$ cat config.mk
export PLATFORM = sky130hd
export DESIGN_NAME = led_pattern_ctrl
export DESIGN_NICKNAME = d
export VERILOG_FILES = /design/src/rtl/led_pattern_pkg.sv /design/src/rtl/led_tick_prescaler.sv /design/src/rtl/led_pattern_ctrl.sv
export SDC_FILE = /design/constraint.sdc
export NUM_CORES = 1
export LEC_CHECK = 0
export BUFFER_PORTS_ARGS = -buffer_cell sky130_fd_sc_hd__buf_2
export CAP_MARGIN = 20
export CORE_MARGIN = 5
export CORE_UTILIZATION = 55
export DETAILED_ROUTE_END_ITERATION = 8
export GPL_TIMING_DRIVEN = 0
export PLACE_DENSITY = 0.75
export SLEW_MARGIN = 10
export SYNTH_ARGS = -nofsm -noshare
export SYNTH_HDL_FRONTEND = slang
export SYNTH_SLANG_ARGS = --single-unit
$ cat constraint.sdc
create_clock -name Clk -period 3.9 [get_ports Clk]
set_input_delay 0.39 -clock Clk [delete_from_list [all_inputs] [get_ports Clk]]
set_output_delay 0.39 -clock Clk [all_outputs]
set_load 0.02 [all_outputs]
$ cat src/rtl/led_pattern_pkg.sv
// Shared encodings for the LED pattern output stage.
package led_pattern_pkg;

  // Host command mode field
  localparam logic [1:0] MODE_OFF     = 2'd0;
  localparam logic [1:0] MODE_BREATHE = 2'd1;
  localparam logic [1:0] MODE_SOLID   = 2'd2;
  localparam logic [1:0] MODE_BLINK   = 2'd3;

  // Controller state
  typedef enum logic [1:0] {
    StStatic   = 2'd0,
    StBlinkOn  = 2'd1,
    StBlinkOff = 2'd2
  } state_e;

  // Bit positions inside the colour enable field
  localparam int unsigned COLOUR_RED   = 0;
  localparam int unsigned COLOUR_GREEN = 1;
  localparam logic [1:0]  COLOUR_BOTH  = 2'b11;

endpackage

$ cat src/rtl/led_tick_prescaler.sv
// Down counter producing one terminal-count pulse every TICK_DIV enabled clocks.
module led_tick_prescaler #(
  parameter int unsigned TICK_DIV = 3325000,
  parameter int unsigned Width    = $clog2(TICK_DIV)
) (
  input  logic Clk,
  input  logic Rst,
  input  logic load_i,
  input  logic en_i,
  output logic tc_o
);

  localparam logic [Width-1:0] Reload = Width'(TICK_DIV - 1);

  logic [Width-1:0] cnt_q;

  // Reload on reset/load and on wrap; count only while enabled
  always_ff @(posedge Clk) begin
    if (Rst || load_i) begin
      cnt_q <= Reload;
    end else if (en_i) begin
      if (cnt_q == '0) begin
        cnt_q <= Reload;
      end else begin
        cnt_q <= cnt_q - Width'(1);
      end
    end
  end

  assign tc_o = en_i && (cnt_q == '0);

endmodule

$ cat src/rtl/led_pattern_ctrl.sv
// LED output stage: selects off / breathe pass-through / solid / blink per host command
// and drives the active-low red/green pins from a register.
module led_pattern_ctrl
  import led_pattern_pkg::*;
#(
  parameter int unsigned TICK_DIV = 3325000,
  parameter int unsigned CNT_W    = 8
) (
  input  logic             Clk,
  input  logic             Rst,
  input  logic             cmd_valid,
  output logic             cmd_ready,
  input  logic [1:0]       cmd_mode,
  input  logic [1:0]       cmd_colour,
  input  logic [CNT_W-1:0] cmd_count,
  input  logic             flash_red_n,
  input  logic             flash_green_n,
  output logic             red,
  output logic             green,
  output logic             busy
);

  state_e           state_q;
  logic [1:0]       mode_q;
  logic [1:0]       colour_q;
  logic [CNT_W-1:0] count_q;
  logic             red_q;
  logic             green_q;

  logic       accept;
  logic       blink_load;
  logic       blink_en;
  logic       tick;
  logic [1:0] led_on;

  // A finite blink (non-zero count) locks out new commands until it completes
  assign busy       = (state_q != StStatic) && (count_q != '0);
  assign cmd_ready  = !busy;
  assign accept     = cmd_valid && cmd_ready;
  assign blink_load = accept && (cmd_mode == MODE_BLINK);
  assign blink_en   = (state_q != StStatic);

  led_tick_prescaler #(
    .TICK_DIV (TICK_DIV)
  ) u_prescaler (
    .Clk    (Clk),
    .Rst    (Rst),
    .load_i (blink_load),
    .en_i   (blink_en),
    .tc_o   (tick)
  );

  // Per-colour LED-on decision from the current state and mode
  always_comb begin
    led_on = '0;
    unique case (state_q)
      StStatic: begin
        case (mode_q)
          MODE_BREATHE: led_on = ~{flash_green_n, flash_red_n} & colour_q;
          MODE_SOLID:   led_on = colour_q;
          default:      led_on = '0;
        endcase
      end
      StBlinkOn: led_on = colour_q;
      default:   led_on = '0;
    endcase
  end

  // Command acceptance, blink sequencing and registered LED drive
  always_ff @(posedge Clk) begin
    if (Rst) begin
      state_q  <= StStatic;
      mode_q   <= MODE_BREATHE;
      colour_q <= COLOUR_BOTH;
      count_q  <= '0;
      red_q    <= 1'b1;
      green_q  <= 1'b1;
    end else begin
      red_q   <= !led_on[COLOUR_RED];
      green_q <= !led_on[COLOUR_GREEN];
      if (accept) begin
        mode_q   <= cmd_mode;
        colour_q <= cmd_colour;
        count_q  <= cmd_count;
        state_q  <= (cmd_mode == MODE_BLINK) ? StBlinkOn : StStatic;
      end else if (tick) begin
        unique case (state_q)
          StBlinkOn: state_q <= StBlinkOff;
          StBlinkOff: begin
            if (count_q == CNT_W'(1)) begin
              // Last blink done: fall back to breathing on both colours
              state_q  <= StStatic;
              mode_q   <= MODE_BREATHE;
              colour_q <= COLOUR_BOTH;
              count_q  <= '0;
            end else begin
              state_q <= StBlinkOn;
              // Zero count means endless, so it must never wrap
              if (count_q != '0) begin
                count_q <= count_q - CNT_W'(1);
              end
            end
          end
          default: state_q <= StStatic;
        endcase
      end
    end
  end

  assign red   = red_q;
  assign green = green_q;

endmodule

## Word level (Yosys, flattened, before mapping)

Cells that the tools add are included.

- $add $sub $neg: 2
- Equal/unequal tests: 6
- Mux-type cells: 21
- Bitwise gates (word level): 2
- Reduce and logical (&&, ||, !) cells: 18

Operators by type and width:

| operator | count |
|---|---|
| two-way mux 8 bit | 5 |
| logical NOT 22 bit | 1 |
| two-way mux 22 bit | 1 |
| subtractor 22 x 1 -> 22 bit (second input constant) | 1 |
| two-way mux 2 bit | 10 |
| one-hot mux 2 bit (2 select lines) | 3 |
| == test 8 x 1 -> 1 bit (second input constant) | 1 |
| nonzero test 2 bit | 4 |
| nonzero test 8 bit | 1 |
| subtractor 8 x 1 -> 8 bit (second input constant) | 1 |
| == test 2 bit (second input constant) | 3 |
| AND reduction 3 bit | 2 |
| == test 2 x 1 -> 1 bit (second input constant) | 2 |
| logical AND 1 bit | 4 |
| logical NOT 1 bit | 3 |
| nonzero test 3 bit | 1 |
| AND 2 bit | 1 |
| logical NOT 2 bit | 1 |
| two-way mux 1 bit | 2 |
| NOT 2 bit | 1 |
| logical OR 1 bit | 1 |

- Register bits after elaboration: 38
- Output and inout port bits: 4

## Logic depth before layout (Yosys ltp)

- Depth after elaboration: 6
- Depth in mapped cells: 8
- Gate-level depth less buffers: 7

## Cells and area by module

A second synthesis with hierarchy kept.

- Cell total of the unflattened synthesis: 236
- Area, all modules: 2093.3 um^2

Modules (own cells, without submodules):

| module | times used | cells an instance | area each (um^2) | sequential area each (um^2) |
|---|---|---|---|---|
| led_tick_prescaler | 1 | 121 | 1078.5 | 440.4 |
| led_pattern_ctrl | 1 | 115 | 1014.7 | 320.3 |

## Worst setup path after synthesis

No wires, ideal clock.

- Path kind: reg-to-reg
- From: register u_prescaler.cnt_q[4]
- To: register count_q[5]
- Library setup time: 0.070 ns
- Data arrival time: 2.070 ns
- Data required time: 3.830 ns
- Setup slack: 1.761 ns
- Cell stages (with the launch flop): 7
- Path buffers: 1
- Period minus slack after synthesis: 2.139 ns
- Cell sequence: dfxtp_1 > or4_1 > buf_2 > nor4_4 > nand2_4 > or4_1 > a21oi_1

- Longest elaborated chain between the ends: 4

RTL lines:

| item | line | text |
|---|---|---|
| from (decl) | led_tick_prescaler.sv:15 | `logic [Width-1:0] cnt_q;` |
| from (signal assigned) | led_tick_prescaler.sv:20 | `cnt_q <= Reload;` |
| from (signal assigned) | led_tick_prescaler.sv:23 | `cnt_q <= Reload;` |
| from (signal assigned) | led_tick_prescaler.sv:25 | `cnt_q <= cnt_q - Width'(1);` |
| logical NOT 22 bit | led_tick_prescaler.sv:30 | `assign tc_o = en_i && (cnt_q == '0);` |
| logical AND 1 bit | led_tick_prescaler.sv:30 |  |
| nonzero test 2 bit (no line) | n/a |  |
| AND reduction 3 bit (no line) | n/a |  |
| to (signal assigned) | led_pattern_ctrl.sv:84 | `count_q <= cmd_count;` |
| to (signal assigned) | led_pattern_ctrl.sv:100 | `count_q <= count_q - CNT_W'(1);` |
| to (decl) | led_pattern_ctrl.sv:26 | `logic [CNT_W-1:0] count_q;` |

No other way between the ends.
A chain may end at the register's enable or synchronous reset.

## Worst setup path after layout

- From: register count_q[2]
- To: output port busy

- Longest elaborated chain between the ends: 2

RTL lines:

| item | line | text |
|---|---|---|
| nonzero test 8 bit | led_pattern_ctrl.sv:37 | `assign busy = (state_q != StStatic) && (count_q != '0);` |
| logical AND 1 bit | led_pattern_ctrl.sv:37 |  |
| to (decl) | led_pattern_ctrl.sv:20 | `output logic busy` |

No other way between the ends.

==> summary.md <==
| Metric | Value |
|---|---|
| Nets | between 200 and 300 |
| Most frequent cells after synthesis | dfxtp_1, nor2_1, a21oi_1 |
| Drt total wl | 3990 um |
| Cell with the most instances after synthesis | dfxtp_1 |
| GRT overflow | 0 |
| Status | finished clean |
| Syn Inst Count | 235 |
| Largest stage delay on the critical path | 0.59 ns |
| CTS Hold Bufs | 0 |
| Worst Max-Slew Pin Slew | 0.766 ns |
| Row count | 21 |
| Placed wire-length estimate | 2940 um |
| Tmin final | 2.45 ns |
| Yosys warning count | 0 |
| CP Launch Type | flip-flop |
| H-tree depth | 2 |
| Final setup TNS | 0 ns |
| Post-route DRC | 0 |
| Largest area contributor in the netlist | dfxtp_1 |
| Vias per inst | about 5.6 |
| TritonCTS clock tree | built |
| Setup violators final | 0 |
| Worst skew pair latency | 0.36 ns |
| Power per Cell Area | 426 nW/um^2 |
| Port bufs | 20 |
| Worst hold path class | input port to flip-flop |
| Layout cells sized above 1 | 14.8% |
| Worst setup EP type | primary output |
| Peak Freq | between 400 and 500 MHz |
| Leakage | around 0.84 nW |
| Synth Net Count | 258 |
| Sequential area share after synthesis | 38.6% |
| Worst endpoint required time | 3.51 ns |
| Synth top area share | about two fifths |
| VDD IR max | 0.314 mV |
| Top cells by area, synth | dfxtp_1, xnor2_1, nor2_1 |
| Register bit total from synthesis | 38 |
| Mapped Area | roughly 2000 sq um |
| Clock sink total | 38 |
| MaxCap Viol Count | 0 |
| Period utilisation layout | 62.8% |
| IO Count | 21 |
| Postcts setup bufs | 0 |
| Commonest register cell after synthesis | dfxtp_1 |
| Crit Path Max Fanout | 6 |
| Initial DRC Count | 92 |
| Num CTS Buffers | 5 |
| Area Overhead vs Synth | 11.5% |
| DR vias | 1,740 |
| Router iterations before antenna repair | 4 |
| Placed cells | roughly 300 |
| Number of flops mapped to enable cells by yosys | 0 |
| Post-synth cell types | 44 |
| Antenna violations before repair | 0 |
| RD Place Congestion | 0.823 |
| Die H | roughly 70 um |
| Starting Density | 57.7% |
| Slew margin rel. | between 40% and 50% |
| Root Driver | clkbuf_4 |
| Final non-filler cell total | 310 |
| CP arrival | 2.06 ns |
| Final max-slew violation count | 0 |
| DRT antenna net count | 0 |
| Global-route wire length before repair | approximately 7100 um |
| Die W | 69.9 um |
| RSZ-0062 raised after global routing | false |
| CTS max path bufs | 2 |
| Vias in the first global route | 1,561 |
| Fraction of registers with async set or reset after synthesis | 0% |
| Critical Path, Cell by Cell | nor4_1, clkbuf_2, and2_1, a21o_1, inv_1, buf_2 |
| Kind of critical path | flip-flop to primary output |
| Slowest cell on the critical path | nor4_1 |
| Area of the core | 3420 sq um |
| Die ar. | 4880 sq um |
| Ant. Diodes | 0 |
| Layout Skew | around 0.0092 ns |
| Largest net degree at the start of global routing | 13 |
| Resized cells post-CTS | 0 |
| All-layer global routing usage | 17.8% |
| Wire per inst | approximately 13 um |
| Post-Syn Area per Cell | between 8 and 9 sq um |
| CTS clk-pin slew, worst paths | approximately 0.11 ns |
| Final hold vios | 0 |
==> stage by stage <==
step | utilization (%) | area [sq um] | total power, mW | hold slack (ns) | setup slack (ns)
floorplan | - | 1970 | 0.652 | 0.385 | 1.76
global placement | 62.3 | 2130 | 0.712 | 0.398 | 1.48
detailed placement | 62.3 | 2130 | 0.716 | 0.403 | 1.49
CTS | 64.2 | 2190 | 0.936 | 0.261 | 1.22
global route | 64.4 | 2200 | 1.00 | 0.256 | 1.23
finish | 64.4 | 2200 | 0.936 | 0.271 | 1.45
==> state kept, by name, indices dropped and copies added (netlist names) <==
register and count:
colour_q 2, u_prescaler.cnt_q 22, state_q 2, green 1, mode_q 2, count_q 8
red 1
==> layout by cell type (no fill, tap or decap), types with 2 or more instances in the layout <==
cell / count
a211oi_1: 3
a21o_1: 2
a21oi_1: 19
a31oi_1: 2
and2_1: 2
and4_1: 2
buf_2: 23
clkbuf_1: 5
clkbuf_4: 5
dfxtp_1: 38
ha_1: 6
inv_1: 12
mux2i_1: 2
nand2_1: 17
nand2b_1: 2
nand3_1: 4
nand4_1: 2
nor2_1: 28
nor3_1: 9
nor3b_1: 3
nor4_1: 8
o211ai_1: 3
o21ai_0: 11
o31ai_1: 2
o32a_1: 3
or2_2: 2
or3_1: 4
or4_1: 4
xnor2_1: 15
xor2_1: 7
==> where the power goes <==
group / internal (mW) / leakage, nW / switching (mW)
clock network: 0.0866 / 0.0343 / 0.135
registers: 0.419 / 0.310 / 0.0345
logic: 0.111 / 0.498 / 0.150
==> kinds of logic after synthesis <==
family / after synthesis / synth area share (%)
AO/OA/AOI/OAI: 51 / 16.0
XOR/XNOR: 22 / 9.77
adder cells (fa/ha/maj): 6 / 3.81
buffers and inverters: 20 / 4.00
flip-flops: 38 / 38.6
multiplexers: 3 / 1.59
AND/OR/NAND/NOR: 95 / 26.3
==> worst paths after layout <==
check / startpoint / endpoint / slack, ns / depth (start not counted)
max: count_q[2]$_SDFFE_PP0P_ / busy / 1.45 / 6
min: cmd_colour[1] / colour_q[1]$_SDFFE_PP1P_ / 0.27 / 2
max reg2reg: u_prescaler.cnt_q[4]$_SDFFE_PP0N_ / u_prescaler.cnt_q[13]$_SDFFE_PP1N_ / 1.46 / 7
min reg2reg: colour_q[0]$_SDFFE_PP1P_ / red$_SDFF_PP1_ / 0.43 / 1
==> per-layer routing <==
metal  vias up  wire [um]  GRT usage [%]
met2        45       1740           25.9
met5         -          0              0
met1       791       1940           25.0
li1        895          -              -
met4         0         86           8.30
met3         9        231           3.59
==> worst max-delay path: cells and delay by family (launching register included) <==
kind	cells	cell delay, ns
compound gates	1	0.13
buf+inv	3	0.47
flops	1	0.37
simple gates	2	0.75
==> cell type report <==
type,count,area (sq um)
clock inverters,2,12.5
multi-input cells,177,1130
flip-flops and latches,38,761
inverters,12,45.0
plain buffers,8,33.8
repair buffers,21,105
fillers,321,1220
well taps,46,57.6
clock buffers,6,51.3
No activity file was read; power rests on OpenSTA's default activity.
